--- config.mk ---
export PLATFORM = sky130hd
export DESIGN_NAME = scan_mux
export DESIGN_NICKNAME = d
export VERILOG_FILES = /design/src/rtl/scan_mux.sv
export SDC_FILE = /design/constraint.sdc
export NUM_CORES = 1
export LEC_CHECK = 0
export ABC_AREA = 1
export BUFFER_PORTS_ARGS = -buffer_cell sky130_fd_sc_hd__buf_2
export CAP_MARGIN = 25
export CORE_AREA = 2 2 424 426
export CTS_CLUSTER_SIZE = 24
export DETAILED_ROUTE_END_ITERATION = 6
export DIE_AREA = 0 0 426 428
export PLACE_DENSITY = 0.36
export SYNTH_ARGS = -nofsm -noshare
export SYNTH_HDL_FRONTEND = slang
export SYNTH_SLANG_ARGS = --single-unit
--- constraint.sdc ---
create_clock -name clock -period 1.69 [get_ports clock]
set_input_delay 0.338 -clock clock [delete_from_list [all_inputs] [get_ports clock]]
set_output_delay 0.338 -clock clock [all_outputs]
set_load 0.01 [all_outputs]
--- src/rtl/scan_mux.sv ---
// scan_mux: registered NUM_IN:1 word selector with valid/ready handshake.
//
// In direct mode (mode = 0) a word is captured from channel req_sel whenever
// req_valid is high and the output slot is free. In scan mode (mode = 1) the
// block generates its own requests, walking channels 0..scan_last and
// flagging the wrap-point word with out_last.
//
// Ports:
//   clock      rising-edge clock for all state
//   resetn     synchronous active-low reset
//   in_data    flattened channels, channel k = in_data[k*WIDTH +: WIDTH]
//   mode       0 = direct requests, 1 = autonomous round-robin scan
//   scan_last  highest channel index visited in scan mode
//   req_valid  direct-mode request present
//   req_sel    direct-mode channel index
//   req_ready  direct-mode request accepted when high with req_valid
//   out_valid  out_* fields hold a captured word
//   out_ready  consumer takes the word when high with out_valid
//   out_data   captured channel word
//   out_sel    index of the captured channel
//   out_last   scan mode: captured index was the wrap point
module scan_mux #(
    parameter  int unsigned WIDTH  = 32,
    parameter  int unsigned NUM_IN = 32,
    localparam int unsigned SEL_W  = $clog2(NUM_IN)
) (
    input  logic                    clock,
    input  logic                    resetn,
    input  logic [NUM_IN*WIDTH-1:0] in_data,
    input  logic                    mode,
    input  logic [SEL_W-1:0]        scan_last,
    input  logic                    req_valid,
    input  logic [SEL_W-1:0]        req_sel,
    output logic                    req_ready,
    output logic                    out_valid,
    input  logic                    out_ready,
    output logic [WIDTH-1:0]        out_data,
    output logic [SEL_W-1:0]        out_sel,
    output logic                    out_last
);

    logic [WIDTH-1:0] chan [NUM_IN];
    logic [SEL_W-1:0] scan_ptr;
    logic [SEL_W-1:0] sel;
    logic             slot_free;
    logic             accept;
    logic             wrap;

    // Unflatten the channel bus so the selector is a plain array index.
    always_comb begin
        for (int unsigned k = 0; k < NUM_IN; k++) begin
            chan[k] = in_data[k*WIDTH +: WIDTH];
        end
    end

    always_comb begin
        slot_free = !out_valid || out_ready;
        accept    = slot_free && (mode || req_valid);
        sel       = mode ? scan_ptr : req_sel;
        // ">=" rather than "==" so a scan_last lowered below the pointer
        // still terminates the pass on the very next word.
        wrap      = (scan_ptr >= scan_last);
        req_ready = slot_free && !mode && resetn;
    end

    always_ff @(posedge clock) begin
        if (!resetn) begin
            out_valid <= 1'b0;
            out_data  <= '0;
            out_sel   <= '0;
            out_last  <= 1'b0;
            scan_ptr  <= '0;
        end else begin
            if (accept) begin
                out_valid <= 1'b1;
                out_data  <= chan[sel];
                out_sel   <= sel;
                out_last  <= mode && wrap;
            end else if (out_valid && out_ready) begin
                out_valid <= 1'b0;
            end

            // Pointer is parked at 0 in direct mode so every scan entry
            // starts from channel 0.
            if (!mode) begin
                scan_ptr <= '0;
            end else if (accept) begin
                scan_ptr <= wrap ? '0 : scan_ptr + 1'b1;
            end
        end
    end

endmodule

==> results by group <==
Timing
  – RSZ-0062 raised after global routing: yes
  – Final Slew Violations: 0
  – Final setup vio count: 32
  – Fin crit period: 2.07 ns
  – Setup Skew: 0.0162 ns
  – Final Hold Fails: 0
  – Slew margin rel.: 65.3%
  – Peak Freq: around 0.48 GHz
  – Actual slew at the worst max-slew pin: slightly above 0.5 ns
  – Final Hold Slack: 0.348 ns
  – PnR worst setup slack: -0.382 ns
  – Final critical-path share of the clock period: 123%

Run status
  – Failing checks: negative setup slack
  – Status: complete, but fails checks

Final layout
  – Area grow syn2layout: 109%
  – Layout cell share with drive strength beyond 1: 46.5%
  – Post-Layout Cell Count: just over 7000
  – Final #Nets: slightly below 6000

Die
  – Ports: around 1100
  – Core area: 178000 um2
  – Die area: 182000 um2
  – Initial Util: 9.09%
  – Die height: between 400 and 500 um
  – # rows: about 160
  – Die width: 426 um

Power and ir drop
  – Clk pwr share: 9.6%
  – Power Internal: 6540 uW
  – Seq pwr share: 8.8%
  – Switching share of power: 53.6%
  – Switching pwr: around 7600 uW
  – Pleak: 0.0193 uW
  – Worst vdd ir: 0.368 mV
  – Combinational power share: 81.6%
  – Pwr dens: 418 nW/um2

Setup path
  – Worst Path Class, Setup: register to register
  – Crit path max fanout: 7
  – Worst setup SP type: register
  – Worst Path Arrival: 2.36 ns
  – Crit path required time: 1.98 ns
  – Crit end category: register

Detailed routing
  – Antenna-violating nets left: 0
  – Met3 Routed Length: 9.81 mm
  – Routed WL: 192 mm
  – Routed len/inst: ~27 um
  – Met2 routed WL: 97.7 mm
  – Drt drc: 0
  – Vias: between 20000 and 30000
  – Highest metal used: met5
  – DRT met1 WL: roughly 79 mm
  – DRT Pass-1 Iters: 5
  – Drt initial violations: 1978
  – Number of vias per cell: 3.95

Logic synthesis
  – Mapped Cells: 3497
  – Sequential area share after synthesis: ~5.5%
  – Post-synth net total: 4542
  – Post-synth cell types: 24
  – Flops & latches, synth: 44
  – Synthesized area per cell: roughly 4.6 um2
  – Synthesized area: 16100 um2
  – Ys Warns: 0

Placement
  – PortBufs: 1078
  – Setup slack after placement: -1.31 ns
  – Detailed Place HPWL: 158 mm
  – Placed cell count: around 7000
  – GPL Wtd Cong: between 0.9 and 1

Clock network
  – Clock Tree Root: clkbuf_16
  – CTS sink cnt: 44
  – CTS tree: done
  – CTS buffer count: 5
  – CTS H-tree lvls: 2
  – CTS Buffer Depth: 2
  – Clk_lat worst skew: 0.33 ns
  – Reg clk slew, reported paths: 0.10 ns
  – # hold bufs at CTS: 0

GRT
  – Antenna violations before repair: between 70 and 80
  – First-pass GRT wire length: between 200 and 250 mm
  – Global route total overflow: 0
  – All-Layer GR Usage: 20.0%
  – Vias in the first global route: between 20000 and 30000
  – Largest net degree at the start of global routing: 40

Worst hold path
  – Hold Path Class: input port to register

Run
  – # Max-Cap Violations: 0
## sequential cells by signal, summed over array words and instances, names as in the netlist
name / count
out_sel: 5
scan_ptr: 5
out_valid: 1
out_last: 1
out_data: 32
## per-stage QoR
| stage | area [um2] | power [uW] | TNS (ns) | util [%] |
|---|---|---|---|---|
| 2_1_floorplan | 16200 | 4770 | 0 | - |
| 3_3_place_gp | 27400 | 10700 | -38.81 | 15.4 |
| 3_5_place_dp | 27400 | 10600 | -37.08 | 15.4 |
| 4_1_cts | 32000 | 13900 | -13.02 | 18.0 |
| 5_1_grt | 33700 | 15000 | -13.75 | 19.0 |
| 6_report | 33700 | 14100 | -10.43 | 19.0 |
## what timing repair did
action	4_1_cts	5_1_grt
cloned	29	8
buffers inserted	77	22
pin swaps	125	172
hold endpoints to repair	0	0
resized for setup	681	364
endpoints found under the setup margin	39	36
## cell type report
type | count | area, um2
Antenna cell | 24 | 60.1
Clock buffer | 5 | 125
Clock inverter | 3 | 42.5
Fill cell | 20897 | 144000
Inverter | 984 | 3710
Multi-Input combinational cell | 2212 | 14400
Sequential cell | 44 | 888
Tap cell | 2355 | 2950
Timing Repair Buffer | 1556 | 11600
## cell families after synthesis
family | after synthesis | synth area share (%)
xor gates and xnor gates | 1 | 0.0542
AOI/OAI and AO/OA | 21 | 0.744
DFF | 44 | 5.45
and+or+nand+nor | 2184 | 61.8
buffers and inverters | 1241 | 31.5
adders and majority gates | 6 | 0.465
## metal layers
metal  global-route usage (%)  vias to the layer above
met5                        0                        -
met4                     4.63                       48
met3                     2.25                      252
met2                     36.5                     1071
met1                     24.7                    13783
li1                         -                    13217
## power by group through the flow
stage	logic [uW]	registers, uW	clock network [uW]
after detailed placement	9280	1280	0
after CTS	11100	1260	1480
after global placement	9380	1290	0
after floorplan	3510	1260	0
after global routing	12300	1270	1470
final	11500	1250	1350
## placed cells by master, fill, tap and decap left out, types with 5 or more instances in the layout
cell	Yosys	routed
a21oi_1	9	8
buf_12	0	98
buf_16	0	33
buf_2	124	1077
buf_4	27	233
buf_6	22	77
buf_8	0	26
clkbuf_16	0	12
dfxtp_1	44	40
diode_2	0	24
ha_1	6	5
inv_1	982	979
nand2_1	948	787
nand2_2	3	109
nand2_4	0	48
nand2_8	0	7
nand3_1	1122	635
nand3_2	0	362
nand3_4	0	125
nand3b_1	96	96
nor2_1	9	7
## synthesized netlist by cell type, drive strengths merged
cell     instances  share of area, %
dfxtp           44               5.5
nor3             1             0.031
or2              1             0.039
a211oi           3              0.14
o21ai            8              0.27
nand3b          96               4.5
nand2          951                22
o2111ai          1             0.054
buf            180               6.8
inv            984                23
ha               6              0.46
clkbuf          77               1.8
xor2             1             0.054
a21oi            9              0.28
nand4            4              0.15
nor2             9              0.21
nand3         1122                35
## worst paths after layout
kind                    start      endpoint  slack [ns]  cells past startpoint
setup / recovery  scan_ptr[0]  out_data[11]       -0.38                     15
hold / removal      out_ready     out_valid        0.35                      4
setup reg to reg  scan_ptr[0]  out_data[11]       -0.38                     15
hold reg to reg      out_last      out_last        0.49                      2
## critical path, stage by stage, from the launching register on
cell and delay (ns):
dfxtp_4 0.41, inv_4 0.05, nand2_4 0.08, nand2_8 0.09, buf_16 0.18, buf_12 0.16
buf_16 0.15, nand2_1 0.11, nand3_1 0.12, nand3_1 0.14, nand3_1 0.13, nand2_4 0.13
nand2_2 0.07, nand3_2 0.05, nand2_1 0.05, inv_1 0.06
No activity file was read; power rests on OpenSTA's default activity.
